[src/rtl/sram_access_ctrl.sv]
// rtl/sram_access_ctrl.sv - single-port SRAM access controller, one operation in flight, fixed read latency
//
// Ports:
//   clk, rst_n                      clock, synchronous active-low reset
//   req_valid, req_ready            request handshake (ready only while idle)
//   req_wen, req_addr, req_wdata    request payload: 1 = write, full address, write data
//   rsp_valid, rsp_rdata            one-cycle read-result pulse, last read data (held)
//   mem_en, mem_we, mem_addr,
//   mem_wdata, mem_rdata            SRAM macro port
//   busy                            controller not idle
//   op_count                        completed operations, wraps at 256
//   err_drop                        sticky: request presented while not ready
module sram_access_ctrl #(
   parameter int ADDR_W = 10,
   parameter int DATA_W = 8,
   parameter int RD_LAT = 1
) (
   input  logic              clk,
   input  logic              rst_n,
   input  logic              req_valid,
   output logic              req_ready,
   input  logic              req_wen,
   input  logic [ADDR_W-1:0] req_addr,
   input  logic [DATA_W-1:0] req_wdata,
   output logic              rsp_valid,
   output logic [DATA_W-1:0] rsp_rdata,
   output logic              mem_en,
   output logic              mem_we,
   output logic [ADDR_W-1:0] mem_addr,
   output logic [DATA_W-1:0] mem_wdata,
   input  logic [DATA_W-1:0] mem_rdata,
   output logic              busy,
   output logic [7:0]        op_count,
   output logic              err_drop
);

   if ((RD_LAT < 1) || (RD_LAT > 4)) begin : g_bad_rd_lat
      $error("sram_access_ctrl: RD_LAT must be in the range 1..4");
   end

   localparam logic [1:0] ST_IDLE  = 2'd0;
   localparam logic [1:0] ST_ISSUE = 2'd1;
   localparam logic [1:0] ST_WAIT  = 2'd2;

   localparam logic [2:0] LAT_INIT = 3'(RD_LAT);

   logic [1:0]        state_q, state_d;
   logic              wen_q, wen_d;
   logic [ADDR_W-1:0] addr_q, addr_d;
   logic [DATA_W-1:0] wdata_q, wdata_d;
   logic [2:0]        lat_q, lat_d;
   logic              rsp_valid_q, rsp_valid_d;
   logic [DATA_W-1:0] rsp_rdata_q, rsp_rdata_d;
   logic [7:0]        op_count_q, op_count_d;
   logic              err_drop_q, err_drop_d;

   assign req_ready = (state_q == ST_IDLE);
   assign busy      = (state_q != ST_IDLE);
   assign mem_en    = (state_q == ST_ISSUE);
   assign mem_we    = (state_q == ST_ISSUE) && wen_q;
   // Address and write data come straight from the capture registers, so
   // they hold the last request outside the ISSUE cycle.
   assign mem_addr  = addr_q;
   assign mem_wdata = wdata_q;
   assign rsp_valid = rsp_valid_q;
   assign rsp_rdata = rsp_rdata_q;
   assign op_count  = op_count_q;
   assign err_drop  = err_drop_q;

   always_comb begin
      state_d     = state_q;
      wen_d       = wen_q;
      addr_d      = addr_q;
      wdata_d     = wdata_q;
      lat_d       = lat_q;
      rsp_valid_d = 1'b0;
      rsp_rdata_d = rsp_rdata_q;
      op_count_d  = op_count_q;
      err_drop_d  = err_drop_q;

      // No queueing: a request seen while busy is dropped and flagged.
      if (req_valid && !req_ready) begin
         err_drop_d = 1'b1;
      end

      case (state_q)
         ST_IDLE: begin
            if (req_valid) begin
               wen_d   = req_wen;
               addr_d  = req_addr;
               wdata_d = req_wdata;
               state_d = ST_ISSUE;
            end
         end
         ST_ISSUE: begin
            if (wen_q) begin
               op_count_d = op_count_q + 8'd1;
               state_d    = ST_IDLE;
            end else begin
               lat_d   = LAT_INIT;
               state_d = ST_WAIT;
            end
         end
         ST_WAIT: begin
            // Counter value 1 marks the edge at the end of cycle ISSUE+RD_LAT,
            // the only edge where mem_rdata is trusted.
            if (lat_q == 3'd1) begin
               rsp_rdata_d = mem_rdata;
               rsp_valid_d = 1'b1;
               op_count_d  = op_count_q + 8'd1;
               state_d     = ST_IDLE;
            end else begin
               lat_d = lat_q - 3'd1;
            end
         end
         default: begin
            state_d = ST_IDLE;
         end
      endcase
   end

   always_ff @(posedge clk) begin
      if (!rst_n) begin
         state_q     <= ST_IDLE;
         wen_q       <= 1'b0;
         addr_q      <= '0;
         wdata_q     <= '0;
         lat_q       <= 3'd0;
         rsp_valid_q <= 1'b0;
         rsp_rdata_q <= '0;
         op_count_q  <= 8'd0;
         err_drop_q  <= 1'b0;
      end else begin
         state_q     <= state_d;
         wen_q       <= wen_d;
         addr_q      <= addr_d;
         wdata_q     <= wdata_d;
         lat_q       <= lat_d;
         rsp_valid_q <= rsp_valid_d;
         rsp_rdata_q <= rsp_rdata_d;
         op_count_q  <= op_count_d;
         err_drop_q  <= err_drop_d;
      end
   end

endmodule

[config.mk]
export PLATFORM = sky130hd
export DESIGN_NAME = sram_access_ctrl
export DESIGN_NICKNAME = d
export VERILOG_FILES = /design/src/rtl/sram_access_ctrl.sv
export SDC_FILE = /design/constraint.sdc
export NUM_CORES = 1
export LEC_CHECK = 0
export CAP_MARGIN = 30
export CORE_UTILIZATION = 45
export DETAILED_ROUTE_END_ITERATION = 7
export HOLD_SLACK_MARGIN = 0.05
export PLACE_DENSITY = 0.84
export SYNTH_ARGS = -nofsm -noshare
export SYNTH_HDL_FRONTEND = slang
export SYNTH_SLANG_ARGS = --single-unit
[constraint.sdc]
create_clock -name clk -period 3.89 [get_ports clk]
set_clock_uncertainty 0.05 [all_clocks]
set_input_delay 0.389 -clock clk [delete_from_list [all_inputs] [get_ports clk]]
set_output_delay 0.389 -clock clk [all_outputs]
set_load 0.01 [all_outputs]
==> impl_metrics.json <==
{
  "gp_congestion": 0.790,
  "relSlewSlack_pct": 57.5,
  "numCtsBuffers": 5,
  "synth_xor_area_share_pct": 2.07,
  "clkSlewWorstSetupHoldPaths_ps": 80,
  "place_inst": 302,
  "fin_nets": 299,
  "fin_util_pct": 72.5,
  "r2r-start": "state_q[0]$_SDFFE_PN0P_",
  "synth_compound_area_share_pct": 11.6,
  "synthSimpleGateAreaFrac_pct": 19.7,
  "path_buf_inv": 3,
  "cts_tree": "yes",
  "cts_buffer_depth": 2,
  "synthAdderAreaFrac_pct": 4.43,
  "ys_ff_latch": 42,
  "syn_nets": 231,
  "grt_max_degree": 29,
  "pwr_density_cell_nw_per_um2": 370,
  "synth_top_cell_area_share_pct": 49.6,
  "reg2reg_to": "lat_q[1]$_SDFFE_PN0P_",
  "async_flop_share_pct": 0,
  "vias": 1473,
  "port-buffer-count": 69,
  "crit_top_cell": "inv_1",
  "layout.cells.non_filler": 310,
  "wirelength_mm": 3.60,
  "chipWidth_um": 63.4,
  "crit_start": "state_q[0]$_SDFFE_PN0P_",
  "required_ps": 3450,
  "start_kind": "flip-flop",
  "muxShareOfSynthArea_pct": 8.27,
  "ant_nets": 0,
  "via_per_inst": 4.75,
  "dr.pass1.iters": 4,
  "finalSetupViolCount": 0,
  "area_growth_pct": 48.4,
  "drv_slew": 0,
  "synth.avg_cell_area_um2": 8.69,
  "rr_worst_depth": 5,
  "clock-sinks": 42,
  "hold_class": "flip-flop to flip-flop",
  "cts_htree_levels": 2,
  "grt_pass1_vias": 1443,
  "synth_largest_area_cell": "dfxtp_1",
  "synth_edf_count": 0,
  "tightest_slew_ps": 638,
  "num_rows": 21,
  "post_cts_buffers": 0,
  "ctsResizeCount": 0,
  "yosysUniqueCellTypes": 27,
  "p_leak_nw": 1.01,
  "max_stage_delay_ps": 550,
  "route.detailed.drc": 0,
  "min_period_over_period_pct": 54.4,
  "cp_slowest_cell": "clkdlybuf4s50_1",
  "initial_core_util_pct": 48.8,
  "synth_top_family_by_area": "simple AND/OR/NAND/NOR gates",
  "critPathTopFamily": "buffers and inverters",
  "cts_root_buf": "clkbuf_8",
  "dp_hpwl_mm": 2.65,
  "dr.first_iter.drc_count": 51,
  "synth_top_cells_by_area": "dfxtp_1, nand2_1, mux2i_1",
  "synth_top_flop_cell": "dfxtp_1",
  "rsz0062_at_grt": "false",
  "ctsHoldBuffers": 0,
  "rrSetupSlack_ps": 2090,
  "synth_area_um2": 1690,
  "diodes": 0,
  "cp_max_fo": 4,
  "cp.depth": 4,
  "antenna_found_initial": 0,
  "hold_violations": 0,
  "finalSetupTns_ps": 0,
  "core_region_area_um2": 3470,
  "io-pin-count": 70,
  "hold_path_depth": 2,
  "clk_latency_ps": 290,
  "nFillCells": 304,
  "drive_gt1_share_pct": 3.41,
  "die_h_um": 63.4,
  "path_cells": "inv_1, ha_1, inv_1, clkdlybuf4s50_1",
  "path_class": "flip-flop to output pin",
  "yosysSeqAreaShare_pct": 49.6,
  "cp.arrival_ps": 1680,
  "finalCriticalPeriod_ps": 2120,
  "track_usage_pct": 20.1,
  "end_kind": "output pin",
  "ys_warn_count": 0,
  "worstHoldEndpoint": "mem_wdata[3]$_SDFFE_PN0P_",
  "vdd_ir_drop_max_v": 0.000265,
  "status": "complete, no violations",
  "min-delay-start": "mem_wdata[3]$_SDFFE_PN0P_",
  "synthCells": 195,
  "max_freq_mhz": 473,
  "die_area_um2": 4010,
  "grt_pass1_wl_mm": 6.27,
  "grt-ovfl-total": 0,
  "avgRoutedWirePerCell_um": 11.6,
  "drv_cap": 0
}
[sequential cells by signal, indices dropped and copies added (netlist names)]
signal	count
mem_addr	10
mem_wdata	8
op_count	8
rsp_rdata	8
lat_q	3
state_q	2
err_drop	1
rsp_valid	1
wen_q	1
[cell usage after synthesis (4+ instances only)]
cell type and count:
inv_1 8, clkbuf_1 4, dfxtp_1 42, ha_1 6, buf_2 4, nand3_1 5, mux2i_1 14, nor2_1 17
nand2_1 43, xnor2_1 4, a21oi_1 24, nand2b_1 5
[layout by cell type (no fill, tap or decap)]
cell type / Yosys / final
nor2_1: 17 / 17
inv_1: 8 / 8
nand3_1: 5 / 5
a21oi_1: 24 / 24
clkbuf_8: 0 / 5
nand2_1: 43 / 43
clkdlybuf4s50_1: 0 / 69
a211oi_2: 1 / 1
nand2b_1: 5 / 5
nor3_1: 1 / 1
nor2b_1: 1 / 1
nand3b_1: 1 / 1
xnor2_1: 4 / 4
and3_1: 1 / 1
a2bb2oi_1: 1 / 1
buf_16: 0 / 1
clkinv_4: 0 / 1
o21a_1: 1 / 1
ha_1: 6 / 6
dfxtp_1: 42 / 42
a21boi_0: 1 / 1
clkinv_2: 0 / 1
a211oi_1: 3 / 3
nor4b_1: 1 / 1
mux2i_1: 14 / 14
o21ai_0: 2 / 2
and2_1: 2 / 2
a22oi_1: 1 / 1
nand4_1: 1 / 1
clkbuf_1: 4 / 1
[metrics by stage]
step                setup slack, ps  hold slack [ps]  area (µm²)  power [mW]
floorplan                      2370              417        1690       0.574
global placement               1780              391        2400       0.663
detailed placement             1950              396        2430       0.671
CTS                            1770              406        2510       0.942
global route                   1680              423        2510       0.989
finish                         1770              404        2510       0.931
[kinds of logic after synthesis]
kind of cell / Yosys count
simple gates: 78
flops: 42
compound gates: 34
buf+inv: 17
mux: 14
fa+ha+maj: 6
xor+xnor: 4
[per-layer routing]
metal	wire, µm	vias to the layer above	track usage [%]
met2	1660	44	32.6
li1	-	776	-
met4	36	0	6.82
met3	240	4	8.51
met5	0	-	0
met1	1660	649	23.5
[worst max path at each step]
stage,endpoint,slack (ps)
after floorplan,op_count[6]$_SDFFE_PN0P_,2370
after global placement,rsp_rdata[5]$_SDFFE_PN0P_,1780
after detailed placement,mem_wdata[7]$_SDFFE_PN0P_,1950
after CTS,mem_we,1770
after global routing,busy,1680
final,busy,1770
[where the power goes]
| group | internal, mW | switching (mW) |
|---|---|---|
| combinational | 0.101 | 0.0903 |
| clock | 0.127 | 0.144 |
| sequential | 0.454 | 0.0146 |
| total | 0.682 | 0.249 |
[area by class of cell]
| class | count | area (µm²) | area share (%) |
|---|---|---|---|
| clock buffers | 6 | 72.6 | 2.89 |
| well taps | 46 | 57.6 | 2.29 |
| multi-input cells | 136 | 781 | 31.1 |
| clock inverters | 2 | 13.8 | 0.548 |
| repair buffers | 70 | 718 | 28.6 |
| inverters | 8 | 30.0 | 1.19 |
| flip-flops and latches | 42 | 841 | 33.4 |
[tightest hold or removal path: stages (launching register included)]
cell	delay, ps
dfxtp_1	310
nand2_1	50
a21oi_1	50
Power figures use the tool's default switching activity.
==> RTL change: new RTL, config.mk and constraints unchanged <==
Register the output `op_count` once more, with the module's reset; this adds one clock of latency there. The other outputs are not delayed to match.
--- a/src/rtl/sram_access_ctrl.sv
+++ b/src/rtl/sram_access_ctrl.sv
@@ -66,3 +66,9 @@
    assign rsp_rdata = rsp_rdata_q;
-   assign op_count  = op_count_q;
+   always_ff @(posedge clk) begin
+      if (!rst_n) begin
+         op_count <= '0;
+      end else begin
+         op_count <= op_count_q;
+      end
+   end
    assign err_drop  = err_drop_q;
Check against the original RTL: not equivalent (Yosys sat finds a counterexample within 4 cycles, from zero or initial values and one cycle with rst_n low).
==> RTL change against the original RTL <==
  * Global-route usage fell by 1.1 points
  * Register-to-register slack got worse by 0.36 ns
  * Total power rose by 10%
  * Synthesized area is 15% higher
  * Sequential cell count up 8
  * First-iteration DRC count grew 35%
  * Critical path depth stayed put
  * Die area increased by 15%
  * Combinational power rose by 5%
  * Maximum frequency shrank 2.4%
  * Worst setup slack got worse by 0.052 ns
  * Routed wire length up 12%
  * Highest routed layer unchanged
  * Via count increased by 8.1%
  * Design area up 9.3%
==> RTL change: results (changes against the original RTL) <==
Status: completed (unchanged). The met1 track demand over resource is 0.244 (was 0.235). Commonest cells post-synth: dfxtp_1, nand2_1, a21oi_1, nor2_1 (was nand2_1, dfxtp_1, a21oi_1, nor2_1, mux2i_1). The length of routed wiring on met1 was 1.79 mm (was 1.66 mm).

The number of cells in the finished layout apart from fillers came out at 327 (was 310). The setup slack after placement is 1.70 ns (was 1.95 ns). The global-route wire length before repair is 6.52 mm (was 6.27 mm).

The fraction of layout cells with a size suffix above 1 was 0.0397 (was 0.0341). The post-synthesis xor/xnor area fraction is 0.0225 (was 0.0207). The combinational logic power came out at 0.000201 W (was 0.000192 W).

The average cell area after synthesis is 9.32 um^2 (was 8.69 um^2). The synthesized-area fraction occupied by ao, oa, aoi and oai cells came to 0.128 (was 0.116). The share of cell area taken by muxes after synthesis is 0.0745 (was 0.0827). The met2 routed wirelength is 1.95 mm (was 1.66 mm). The synthesized net count is 245 (was 231). The final worst hold slack came out at 0.406 ns (was 0.404 ns). The sequential share of the synthesized area came out at 0.514 (was 0.496). The critical-path maximum fanout was 5 (was 4).

The worst hold path startpoint is mem_wdata[7] (was mem_wdata[3]). The via-per-instance ratio is 4.87 (was 4.75). The final estimated routing congestion in global placement is 0.862 (was 0.790). The post-synthesis cell type count is 31 (was 27). The endpoint of the lowest-slack register-to-register path was rsp_rdata[2] (was lat_q[1]).

The highest ir drop seen on vdd is 0.000250 V (was 0.000265 V). The overall global routing resource usage is 0.190 (was 0.201). The violation count after the first detailed-routing iteration came out at 69 (was 51). The HPWL after detailed placement came to 2.88 mm (was 2.65 mm).
==> RTL change: layout make-up <==
cell class / count / share of cell area
flip-flops and latches: 50 / 0.364
multi-input cells: 143 / 0.321
repair buffers: 70 / 0.254
clock buffers: 7 / 0.0278
well taps: 50 / 0.0228
inverters: 7 / 0.00956
==> RTL change: through the flow <==
stage / utilization / instance area (um^2)
final: 0.672 / 2750
after floorplan: - / 1950
after global placement: 0.654 / 2670
after global routing: 0.672 / 2750
after detailed placement: 0.654 / 2670
after CTS: 0.672 / 2750
==> RTL change: how the worst max path moves through the flow <==
stage	to	slack (ns)	cells after the start	start
after floorplan	op_count_q[6]	2.17	6	state_q[1]
after global placement	lat_q[1]	1.74	5	state_q[0]
after detailed placement	rsp_rdata[2]	1.70	5	state_q[0]
after CTS	lat_q[1]	1.69	5	state_q[0]
after global routing	rsp_rdata[2]	1.55	5	state_q[0]
final	mem_we	1.72	4	state_q[1]
